<file path="config.mk">
export PLATFORM = sky130hd
export DESIGN_NAME = id_exe_stage
export DESIGN_NICKNAME = d
export VERILOG_FILES = /design/src/rtl/cpu_pkg.sv /design/src/rtl/operand_fwd.sv /design/src/rtl/id_exe_stage.sv
export SDC_FILE = /design/constraint.sdc
export NUM_CORES = 1
export LEC_CHECK = 0
export ABC_AREA = 1
export CORE_MARGIN = 3
export CORE_UTILIZATION = 40
export DETAILED_ROUTE_END_ITERATION = 6
export HOLD_SLACK_MARGIN = 0.1
export PLACE_DENSITY = 0.76
export SYNTH_ARGS = -nofsm -noshare
export SYNTH_HDL_FRONTEND = slang
export SYNTH_SLANG_ARGS = --single-unit
</file>
<file path="constraint.sdc">
create_clock -name clk -period 2 [get_ports clk]
set_input_delay 0.4 -clock clk [delete_from_list [all_inputs] [get_ports clk]]
set_output_delay 0.4 -clock clk [all_outputs]
set_load 0.005 [all_outputs]
</file>
<file path="src/rtl/cpu_pkg.sv">
// Shared definitions for the MIPS core: ALU opcodes and operand-select encodings.
package cpu_pkg;

  localparam logic [3:0] ALU_AND          = 4'b0000;
  localparam logic [3:0] ALU_OR           = 4'b0001;
  localparam logic [3:0] ALU_ADD          = 4'b0010;
  localparam logic [3:0] ALU_LF_16        = 4'b0011;
  localparam logic [3:0] ALU_UNSIGNED_SLT = 4'b0100;
  localparam logic [3:0] ALU_SLL          = 4'b0101;
  localparam logic [3:0] ALU_SUB          = 4'b0110;
  localparam logic [3:0] ALU_SIGNED_SLT   = 4'b0111;
  localparam logic [3:0] ALU_NOR          = 4'b1001;
  localparam logic [3:0] ALU_XOR          = 4'b1010;
  localparam logic [3:0] ALU_SRA          = 4'b1011;
  localparam logic [3:0] ALU_SRL          = 4'b1100;

  // Operand A select; the unused code 3 yields zero.
  typedef enum logic [1:0] {
    SRC_A_RS   = 2'd0,
    SRC_A_SA   = 2'd1,
    SRC_A_PC   = 2'd2,
    SRC_A_ZERO = 2'd3
  } src_a_e;

  // Operand B select; constant 8 is the link offset for jal/jalr.
  typedef enum logic [1:0] {
    SRC_B_RT    = 2'd0,
    SRC_B_SIMM  = 2'd1,
    SRC_B_ZIMM  = 2'd2,
    SRC_B_CONST8 = 2'd3
  } src_b_e;

endpackage

</file>
<file path="src/rtl/operand_fwd.sv">
// Resolves one source operand: $0, then EX-stage result, then MEM-stage result, then register file.
module operand_fwd #(
  parameter int DATA_WIDTH = 32
) (
  input  logic [4:0]            src_reg,
  input  logic [DATA_WIDTH-1:0] rf_val,
  input  logic                  ex_en,
  input  logic [4:0]            ex_dest,
  input  logic [DATA_WIDTH-1:0] ex_result,
  input  logic                  mem_we,
  input  logic [4:0]            mem_dest,
  input  logic [DATA_WIDTH-1:0] mem_result,
  output logic [DATA_WIDTH-1:0] fwd_val
);

  // Youngest producer wins; $0 is hardwired regardless of any pending write to it.
  always_comb begin
    fwd_val = rf_val;
    if (src_reg == 5'd0)
      fwd_val = '0;
    else if (ex_en && ex_dest == src_reg)
      fwd_val = ex_result;
    else if (mem_we && mem_dest == src_reg)
      fwd_val = mem_result;
  end

endmodule

</file>
<file path="src/rtl/id_exe_stage.sv">
// Decode-to-execute stage register: forwarding, ALU operand selection, handshake, load-use bubbles and flush.
module id_exe_stage
  import cpu_pkg::*;
#(
  parameter int DATA_WIDTH = 32
) (
  input  logic                  clk,
  input  logic                  resetn,
  input  logic                  id_valid,
  output logic                  id_ready,
  input  logic [DATA_WIDTH-1:0] id_pc,
  input  logic [4:0]            id_rs,
  input  logic [4:0]            id_rt,
  input  logic [DATA_WIDTH-1:0] id_rs_val,
  input  logic [DATA_WIDTH-1:0] id_rt_val,
  input  logic                  id_uses_rs,
  input  logic                  id_uses_rt,
  input  logic [15:0]           id_imm,
  input  logic [4:0]            id_sa,
  input  logic [3:0]            id_alu_op,
  input  logic [1:0]            id_src_a,
  input  logic [1:0]            id_src_b,
  input  logic [4:0]            id_dest,
  input  logic                  id_reg_we,
  input  logic                  id_mem_rd,
  input  logic                  id_mem_wr,
  input  logic [DATA_WIDTH-1:0] ex_result,
  input  logic                  mem_we,
  input  logic [4:0]            mem_dest,
  input  logic [DATA_WIDTH-1:0] mem_result,
  input  logic                  flush,
  input  logic                  out_ready,
  output logic                  out_valid,
  output logic [DATA_WIDTH-1:0] alu_a,
  output logic [DATA_WIDTH-1:0] alu_b,
  output logic [3:0]            alu_op,
  output logic [DATA_WIDTH-1:0] out_pc,
  output logic [DATA_WIDTH-1:0] store_data,
  output logic [4:0]            out_dest,
  output logic                  out_reg_we,
  output logic                  out_mem_rd,
  output logic                  out_mem_wr
);

  logic                  allowin;
  logic                  hazard;
  logic                  ex_fwd_en;
  logic [DATA_WIDTH-1:0] rs_fwd;
  logic [DATA_WIDTH-1:0] rt_fwd;
  logic [DATA_WIDTH-1:0] opnd_a;
  logic [DATA_WIDTH-1:0] opnd_b;

  assign allowin = !out_valid || out_ready;

  // A held load's data is not available until MEM, so a dependent instruction must wait one cycle.
  assign hazard = out_valid && out_mem_rd && (out_dest != 5'd0) &&
                  ((id_uses_rs && id_rs == out_dest) || (id_uses_rt && id_rt == out_dest));

  assign id_ready = allowin && !hazard && !flush;

  // The held result is only forwardable when it is an ALU result, not a pending load.
  assign ex_fwd_en = out_valid && out_reg_we && !out_mem_rd;

  operand_fwd #(.DATA_WIDTH(DATA_WIDTH)) u_fwd_rs (
    .src_reg    (id_rs),
    .rf_val     (id_rs_val),
    .ex_en      (ex_fwd_en),
    .ex_dest    (out_dest),
    .ex_result  (ex_result),
    .mem_we     (mem_we),
    .mem_dest   (mem_dest),
    .mem_result (mem_result),
    .fwd_val    (rs_fwd)
  );

  operand_fwd #(.DATA_WIDTH(DATA_WIDTH)) u_fwd_rt (
    .src_reg    (id_rt),
    .rf_val     (id_rt_val),
    .ex_en      (ex_fwd_en),
    .ex_dest    (out_dest),
    .ex_result  (ex_result),
    .mem_we     (mem_we),
    .mem_dest   (mem_dest),
    .mem_result (mem_result),
    .fwd_val    (rt_fwd)
  );

  // ALU operand selection from forwarded registers, immediates, shift amount and PC.
  always_comb begin
    opnd_a = '0;
    case (src_a_e'(id_src_a))
      SRC_A_RS: opnd_a = rs_fwd;
      SRC_A_SA: opnd_a = {{(DATA_WIDTH-5){1'b0}}, id_sa};
      SRC_A_PC: opnd_a = id_pc;
      default:  opnd_a = '0;
    endcase

    opnd_b = '0;
    case (src_b_e'(id_src_b))
      SRC_B_RT:     opnd_b = rt_fwd;
      SRC_B_SIMM:   opnd_b = {{(DATA_WIDTH-16){id_imm[15]}}, id_imm};
      SRC_B_ZIMM:   opnd_b = {{(DATA_WIDTH-16){1'b0}}, id_imm};
      default:      opnd_b = DATA_WIDTH'(8);
    endcase
  end

  // Stage register: reset, then flush, then accept / bubble, otherwise hold for downstream.
  always_ff @(posedge clk) begin
    if (!resetn) begin
      out_valid  <= 1'b0;
      alu_a      <= '0;
      alu_b      <= '0;
      alu_op     <= '0;
      out_pc     <= '0;
      store_data <= '0;
      out_dest   <= '0;
      out_reg_we <= 1'b0;
      out_mem_rd <= 1'b0;
      out_mem_wr <= 1'b0;
    end else if (flush) begin
      out_valid <= 1'b0;
    end else if (allowin) begin
      if (id_valid && !hazard) begin
        out_valid  <= 1'b1;
        alu_a      <= opnd_a;
        alu_b      <= opnd_b;
        alu_op     <= id_alu_op;
        out_pc     <= id_pc;
        store_data <= rt_fwd;
        out_dest   <= id_dest;
        out_reg_we <= id_reg_we;
        out_mem_rd <= id_mem_rd;
        out_mem_wr <= id_mem_wr;
      end else begin
        out_valid <= 1'b0;
      end
    end
  end

endmodule

</file>
==> results.yml, run 1 <==
run_status:
  status: "finished, final reports clean"
logic_synthesis:
  yosysMostFrequentCell: "nand2_1"
  syn_area_um2: 7990
  synth.cells.most_frequent: "399 x nand2_1, 176 x nand3_1, 142 x nor2_1, 141 x dfxtp_1, 108 x a21oi_1"
  synthArstFlopShare_pct: 0
  synth_fp_nets: 1534
  syn_area_per_cell_um2: 6.08
  synth-edff-count: 0
  yosysSeqAreaShare_pct: 35.3
  synthTopCellsByArea: "dfxtp_1 35%, nand2_1 19%, nand3_1 11%"
  synth_seq_cells: 141
  synth_top_cell_area_share_pct: 35.3
  ys_warn_count: 0
  synth_cell_types: 29
  synth_flop_cell: "dfxtp_1"
  synth_area_leader_cell: "dfxtp_1"
  netlist_instances: 1314
power_and_ir_drop:
  vdd_drop_max_uv: 565
  p_leak_nw: 5.85
  total_power_mw: 8.35
  power_density_nw_per_um2: 625
global_routing:
  grt_pass1_wl_mm: 55.9
  grt_pass1_vias: 9953
  grt_use_total_pct: 32.6
  grt_max_degree: 55
  antenna_found_initial: 2
  gr-total-overflow: 0
drt:
  vias_per_cell: 5.35
  routed-via-count: 10579
  firstDrtPassIters: 6
  routed_wl_mm: 37.9
  wire_per_inst_um: 19.1
  drtIter0Drc: 1197
  drc: 0
  final_antenna_net_count: 0
placed_design:
  pre_cts_slack_ns: -0.483
  gp_congestion: 0.948
  numPortBuffers: 361
  place_area_um2: 12400
  dp_hpwl_mm: 27.5
  place_inst: 1931
sta:
  period_share_pct: 98.5
  holdWs_ns: 0.463
  worst_pin_slew_ns: 0.509
  fin_skew_ns: 0.0102
  max_slew_margin_pct: 66.1
  slew_violations: 0
  period_minus_slack_ns: 1.97
  rsz0062_at_grt: "yes"
  setup_violations: 0
  final_hold_viol_count: 0
  fin_ws_ns: 0.0291
  fmax_ghz: 0.507
  fin_tns_setup_ns: 0
cells_and_area:
  post-route-util_pct: 68.4
  final_area_um2: 13400
  area_growth_pct: 67.3
  layout.nets: 1918
  final_cells: 1978
  drive_gt1_share_pct: 10.8
worst_setup_path:
  critical_path.startpoint: "out_dest[3]$_SDFFE_PN0P_"
  reg2reg_from: "out_dest[0]$_SDFFE_PN0P_"
  cp.arrival_ns: 1.57
  worst_setup_path_start_kind: "flop"
  crit_required_ns: 1.60
  end_kind: "output pin"
  r2r_cells: 13
  path_class: "flop to output pin"
  critPathMaxFanout: 4
clocking:
  cts_hold_buf: 0
  clk_path_buf_depth: 2
  cts_buffers: 17
  cts-root-buf: "clkbuf_16"
  clk_pin_slew_worst_paths_ns: 0.07
  cts_tree: "yes"
  h-tree-depth: 4
  cts.sinks: 141
  clock_latency_ns: 0.44
die:
  ioPinCount: 362
  dieHeight_um: 147
  die_area_um2: 21700
  initial_core_util_pct: 40.9
  die-width_um: 147
  core_um2: 19500
  floorplan.rows: 51
run:
  maxCapViolations: 0
hold_path:
  hold_depth: 2
  hold_path_class: "flop to flop"
  min_from: "out_pc[30]$_SDFFE_PN0P_"
==> timing repair <==
action / in CTS / in global routing
cloned: 0 / 6
buffers inserted: 2 / 5
endpoints found under the setup margin: 42 / 67
gates resized for setup: 31 / 36
pin swaps: 9 / 12
==> registers in the layout (all words and copies together) (netlist names) <==
name,cells
out_pc,32
alu_op,4
store_data,32
out_valid,1
out_reg_we,1
out_dest,5
alu_b,32
out_mem_wr,1
alu_a,32
out_mem_rd,1
==> final cells by class <==
class,instances,area [um^2]
antenna,2,5.00
clock buffer,17,425
clock inverter,15,164
fill,1727,6160
inverter,96,362
multi-input combinational,982,4530
sequential,141,2840
tap,265,332
timing repair buffer,460,4710
==> worst paths after layout <==
kind | to | slack (ns)
worst min-delay path | out_pc[30]$_SDFFE_PN0P_ | 0.46
worst min register to register | out_pc[30]$_SDFFE_PN0P_ | 0.46
worst max-delay path | id_ready | 0.03
worst max register to register | alu_a[27]$_SDFFE_PN0P_ | 0.05
==> layer usage <==
layer	wire length (um)	vias up	global-route usage, %
met3	3440	127	7.43
met4	1870	0	16.2
met2	17400	607	52.3
li1	-	5038	-
met1	15200	4807	41.5
met5	0	-	0
==> logic make-up (layout without fill, tap and decap cells) <==
logic type                Yosys count  after routing  synth area share (%)
DFF                               141            141                  35.3
and+or+nand+nor                   792            792                  42.5
AOI/OAI and AO/OA                 187            187                  11.8
xor gates and xnor gates            3              3                 0.329
other                               0              2                     0
buffers and inverters             191            588                  10.0
==> worst max-delay path, stage by stage (launching register included) <==
cell and delay (ns):
dfxtp_4 0.36, buf_4 0.14, nor3_2 0.09, nand3_1 0.13, nand3_1 0.09, inv_1 0.06
a21oi_1 0.14, buf_2 0.13
==> cells in the final DEF, fill, tap and decap left out, drive strengths merged <==
cell type and n:
a21boi 1, a21oi 108, buf 96, clkbuf 22, clkdlybuf4s50 348, clkinv 6
dfxtp 141, diode 2, dlygate4sd2 10, dlymetal6s2s 1, inv 105, nand2 400
nand3 177, nand3b 7, nand4 46, nor2 145, nor3 6, o211ai 1
o21ai 77, or2 11, xnor2 2, xor2 1
==> where the power goes <==
part / switching (mW) / total, mW / internal (mW)
clock: 1.57 / 3.26 / 1.69
combinational: 0.961 / 2.03 / 1.07
sequential: 0.0962 / 3.06 / 2.97
No activity file was read; power rests on OpenSTA's default activity.
==> run 2, diff against run 1 <==
Settings changed: CORE_UTILIZATION 40 to 42, PLACE_DENSITY 0.76 to 0.78.
==> run 2 against run 1 <==
  * Worst setup slack better by 0.028 ns
  * Clock power fell by 3%
  * First-iteration DRC count down 20%
  * Total power shrank 1.4%
  * Routed wire length fell by 1.9%
  * Sequential power about the same
  * Non-clock buffer count down 3
==> results.yml, run 2 (synthesized netlist as in run 1, its figures left out) <==
global_routing:
  gr-total-overflow: 0
  grt_use_met3_pct: 9.42
  met2_usage_pct: 55.6
  grt_max_degree: 58
  grt_pass1_wl_mm: 54.7
  top_usage_layer: "met2"
  grt_use_met1_pct: 42.0
  grt_pass1_vias: 9969
  antenna_found_initial: 5
  grt_use_total_pct: 34.0
sta:
  period_share_pct: 97.1
  fin_ws_ns: 0.0575
  fin_skew_ns: 0.00916
  max_slew_margin_pct: 61.8
  rsz0062_at_grt: "yes"
  final_hold_viol_count: 0
  setup_violations: 0
  worst_pin_slew_ns: 0.573
  period_minus_slack_ns: 1.94
  holdWs_ns: 0.462
  slew_violations: 0
  fmax_ghz: 0.515
worst_setup_path:
  reg2reg_slack_ns: 0.12
  r2r_cells: 9
  worstPathCellList: "clkdlybuf4s50_1 -> xnor2_1 -> nand4_1 -> nand2_2 -> a21oi_2 -> buf_2"
  critPathMaxFanout: 4
  cp.arrival_ns: 1.54
  crit_required_ns: 1.60
  reg2reg_from: "out_mem_rd$_SDFFE_PN0P_"
  critical_path.startpoint: "id_rs[4]"
  path_class: "input port to output pin"
  worst_setup_path_start_kind: "input port"
  rr_endpoint: "alu_a[5]$_SDFFE_PN0P_"
  end_kind: "output pin"
  critPathSlowestCell: "clkdlybuf4s50_1"
  max_stage_delay_ns: 0.55
clocking:
  cts_hold_buf: 0
  clock_latency_ns: 0.43
  cts_buffers: 17
  cts-root-buf: "clkbuf_16"
  cts_tree: "yes"
  clk_path_buf_depth: 2
  clk_pin_slew_worst_paths_ns: 0.07
  h-tree-depth: 4
  cts.sinks: 141
hold_path:
  min_to: "out_mem_wr$_SDFFE_PN0P_"
  hold_depth: 2
  min_from: "out_mem_wr$_SDFFE_PN0P_"
  hold_path_class: "flop to flop"
power_and_ir_drop:
  vdd_drop_max_uv: 559
  clkPwrFrac_pct: 38.4
  p_int_mw: 5.79
  p_sw_share_pct: 29.7
  power_density_nw_per_um2: 615
  p_switching_mw: 2.45
  p_leak_nw: 5.86
  pwr-share-seq_pct: 37.3
  combPwrFrac_pct: 24.3
run_status:
  status: "finished, final reports clean"
die:
  initial_core_util_pct: 43.6
  dieHeight_um: 144
  floorplan.rows: 49
  ioPinCount: 362
  core_um2: 18300
  die-width_um: 144
  die_area_um2: 20700
placed_design:
  place_area_um2: 12500
  numPortBuffers: 361
  gp_congestion: 0.950
  pre_cts_slack_ns: -0.480
  place_inst: 1895
  dp_hpwl_mm: 27.4
drt:
  routed-via-count: 10567
  firstDrtPassIters: 6
  vias_per_cell: 5.44
  routed_wl_mm: 37.2
  drc: 0
  wire_per_inst_um: 19.1
  drtIter0Drc: 958
  final_antenna_net_count: 0
cells_and_area:
  post-route-util_pct: 73.1
  fillers: 1561
  layout.nets: 1915
  final_cells: 1943
  area_growth_pct: 67.7
  drive_gt1_share_pct: 11.0
  final_area_um2: 13400
  final_common_cell: "nand2_1"
  final_cell_mix: "393 x nand2_1, 349 x clkdlybuf4s50_1, 170 x nand3_1"
run:
  maxCapViolations: 0
==> run 2: changes by cell type in the layout (fill, tap and decap cells not counted), sizes merged <==
cell	delta
clkdlybuf4s50	+1
dlygate4sd2	-1
clkinvlp	+2
clkbuf	+1
bufinv	+1
clkinv	-2
buf	-4
diode	+4
inv	-1
==> run 2: area by class of cell <==
| class | count | area (um^2) | area share [%] |
|---|---|---|---|
| multi-input cells | 982 | 4570 | 34.1 |
| clock inverters | 15 | 150 | 1.12 |
| well taps | 229 | 287 | 2.14 |
| inverters | 96 | 367 | 2.74 |
| repair buffers | 457 | 4750 | 35.4 |
| clock buffers | 17 | 425 | 3.17 |
| flip-flops and latches | 141 | 2840 | 21.2 |
| diodes | 6 | 15.0 | 0.112 |
==> run 2: worst max-delay path, delay by kind of cell <==
kind | cells | cell delay (ns)
buffers and inverters | 2 | 0.67
XOR/XNOR | 1 | 0.16
AND/OR/NAND/NOR | 2 | 0.26
AO/OA/AOI/OAI | 1 | 0.05
==> run 2: worst max path at each step <==
stage	endpoint	slack, ns	depth (start not counted)
after detailed placement	id_ready	-0.48	9
after CTS	id_ready	0.05	8
after global routing	alu_b[13]$_SDFFE_PN0P_	-0.04	12
after floorplan	alu_a[19]$_SDFFE_PN0P_	0.25	13
after global placement	id_ready	-0.43	10
final	id_ready	0.06	6
==> run 2: through the flow <==
stage / setup TNS, ns / power, mW
after global placement: -45.36 / 5.03
after global routing: -0.122 / 8.57
after floorplan: 0 / 3.84
final: 0 / 8.23
after CTS: 0 / 8.21
after detailed placement: -53.58 / 5.05
==> run 2: what timing repair did <==
action | 4_1_cts | 5_1_grt
cloned | 0 | 7
endpoints found under the setup margin | 27 | 54
gates resized for setup | 30 | 48
pin swaps | 7 | 18
setup buffers | 3 | 1
==> run 2: power by group through the flow <==
stage	Sequential [mW]	Combinational, mW	Clock (mW)
2_1_floorplan	3.13	0.714	0
3_3_place_gp	3.12	1.91	0
3_5_place_dp	3.13	1.93	0
4_1_cts	3.07	1.94	3.20
5_1_grt	3.09	2.15	3.34
6_report	3.07	2.00	3.16
==> run 2: per-layer routing <==
metal / wire [um] / vias up
met5: 13 / -
met4: 1550 / 2
met3: 3830 / 99
met2: 17600 / 583
met1: 14200 / 4847
li1: - / 5036
==> run 3, diff against run 2 <==
Settings changed: SKIP_LAST_GASP from default to 1.
==> run 3 against run 2 <==
  * Sequential share of layout area hardly changed
  * Fmax grew 0.13%
  * Routed wire length about the same
  * Flip-flop and latch count unchanged
  * Register-to-register slack barely moved
  * Critical path depth up 2
  * Via count grew 0.17%
  * Core utilization about the same
  * Clock skew about the same
  * Global-route usage unchanged
  * Final cell count stayed put
  * Critical endpoint unchanged
  * Largest power group unchanged
==> results.yml, run 3 (synthesized netlist as in run 1, its figures left out) <==
die:
  dieHeight_um: 144
  initial_core_util_pct: 43.6
  die_area_um2: 20700
  die-width_um: 144
  floorplan.rows: 49
  ioPinCount: 362
  core_um2: 18300
run:
  maxCapViolations: 0
clocking:
  h-tree-depth: 4
  cts.sinks: 141
  clk_path_buf_depth: 2
  cts_tree: "yes"
  clk_pin_slew_worst_paths_ns: 0.06
  cts_hold_buf: 0
  cts-root-buf: "clkbuf_16"
  clock_latency_ns: 0.43
  cts_buffers: 17
sta:
  setup_violations: 0
  period_minus_slack_ns: 1.94
  fin_skew_ns: 0.00885
  worst_pin_slew_ns: 0.558
  fmax_ghz: 0.515
  holdWs_ns: 0.464
  fin_tns_setup_ns: 0
  rsz0062_at_grt: "yes"
  period_share_pct: 97.0
  max_slew_margin_pct: 62.8
  slew_violations: 0
  final_hold_viol_count: 0
cells_and_area:
  area_growth_pct: 67.7
  final_cell_mix: "393 x nand2_1, 349 x clkdlybuf4s50_1, 170 x nand3_1"
  layout.nets: 1915
  multi_input_area_um2: 4570
  final_common_cell: "nand2_1"
  drive_gt1_share_pct: 11.0
  fillers: 1566
  area.sequential_um2: 2840
worst_setup_path:
  crit_required_ns: 1.60
  cp.arrival_ns: 1.54
  critPathMaxFanout: 5
  worst_setup_path_start_kind: "flop"
  path_class: "flop to output pin"
  reg2reg_slack_ns: 0.12
  end_kind: "output pin"
global_routing:
  gr-total-overflow: 0
  antenna_found_initial: 5
  grt_pass1_vias: 9969
  grt_pass1_wl_mm: 54.7
  grt_use_total_pct: 34.0
  grt_max_degree: 58
drt:
  vias_per_cell: 5.45
  routed-via-count: 10585
  wire_per_inst_um: 19.1
  final_antenna_net_count: 0
  drtIter0Drc: 967
  routed_wl_mm: 37.2
  firstDrtPassIters: 7
  drc: 0
hold_path:
  hold_path_class: "flop to flop"
power_and_ir_drop:
  p_leak_nw: 5.86
  vdd_drop_max_uv: 561
  power_density_nw_per_um2: 615
placed_design:
  dp_hpwl_mm: 27.4
  gp_congestion: 0.950
  numPortBuffers: 361
run_status:
  status: "finished, final reports clean"
[run 3: cell counts in the layout (fill, tap and decap cells not counted)]
No cell type changed its count.
[run 3: worst max-delay path, stage by stage (launching register included)]
cell	delay, ns
dfxtp_4	0.39
inv_4	0.04
nand2_1	0.05
nand4_1	0.13
nor2_4	0.18
nand2_2	0.07
nand2_2	0.08
a21oi_2	0.05
buf_2	0.12
[run 3: timing repair]
action,CTS,global route
pin swaps,7,18
cloned,0,7
resized for setup,30,47
buffers inserted,3,1
endpoints found under the setup margin,27,54
[run 3: final cells by class]
class,instances,share of cell area [%]
inverter,96,2.74
tap,229,2.14
multi-input combinational,982,34.1
clock buffer,17,3.18
sequential,141,21.2
timing repair buffer,457,35.4
clock inverter,15,1.12
antenna,6,0.112
[run 3: final timing paths]
path | from | end | cells after the start
setup / recovery | out_dest[2]$_SDFFE_PN0P_ | id_ready | 8
setup reg to reg | out_dest[3]$_SDFFE_PN0P_ | alu_a[5]$_SDFFE_PN0P_ | 14
hold reg to reg | out_pc[23]$_SDFFE_PN0P_ | out_pc[23]$_SDFFE_PN0P_ | 2
hold / removal | out_pc[23]$_SDFFE_PN0P_ | out_pc[23]$_SDFFE_PN0P_ | 2
[run 3: power breakdown]
group | leakage (nW) | internal (mW) | switching [mW]
clock | 0.282 | 1.76 | 1.41
combinational | 4.42 | 1.06 | 0.942
sequential | 1.16 | 2.97 | 0.101
total | 5.86 | 5.79 | 2.45
[run 3: metrics by stage]
step / power [mW] / utilization, % / instances / setup WS (ns) / instance area (um^2)
floorplan: 3.84 / - / 1314 / 0.251 / 7990
global placement: 5.03 / 67.9 / 1895 / -0.425 / 12500
detailed placement: 5.05 / 67.9 / 1895 / -0.480 / 12500
CTS: 8.21 / 71.3 / 1930 / 0.0493 / 13100
global route: 8.57 / 73.0 / 1941 / -0.0328 / 13400
finish: 8.24 / 73.1 / 1943 / 0.0601 / 13400
[run 3: routing by layer]
layer	wire [um]	vias up	global-route usage (%)
met4	1620	2	14.3
met3	3840	103	9.42
met1	14200	4845	42.0
met5	13	-	0
li1	-	5044	-
met2	17500	591	55.6
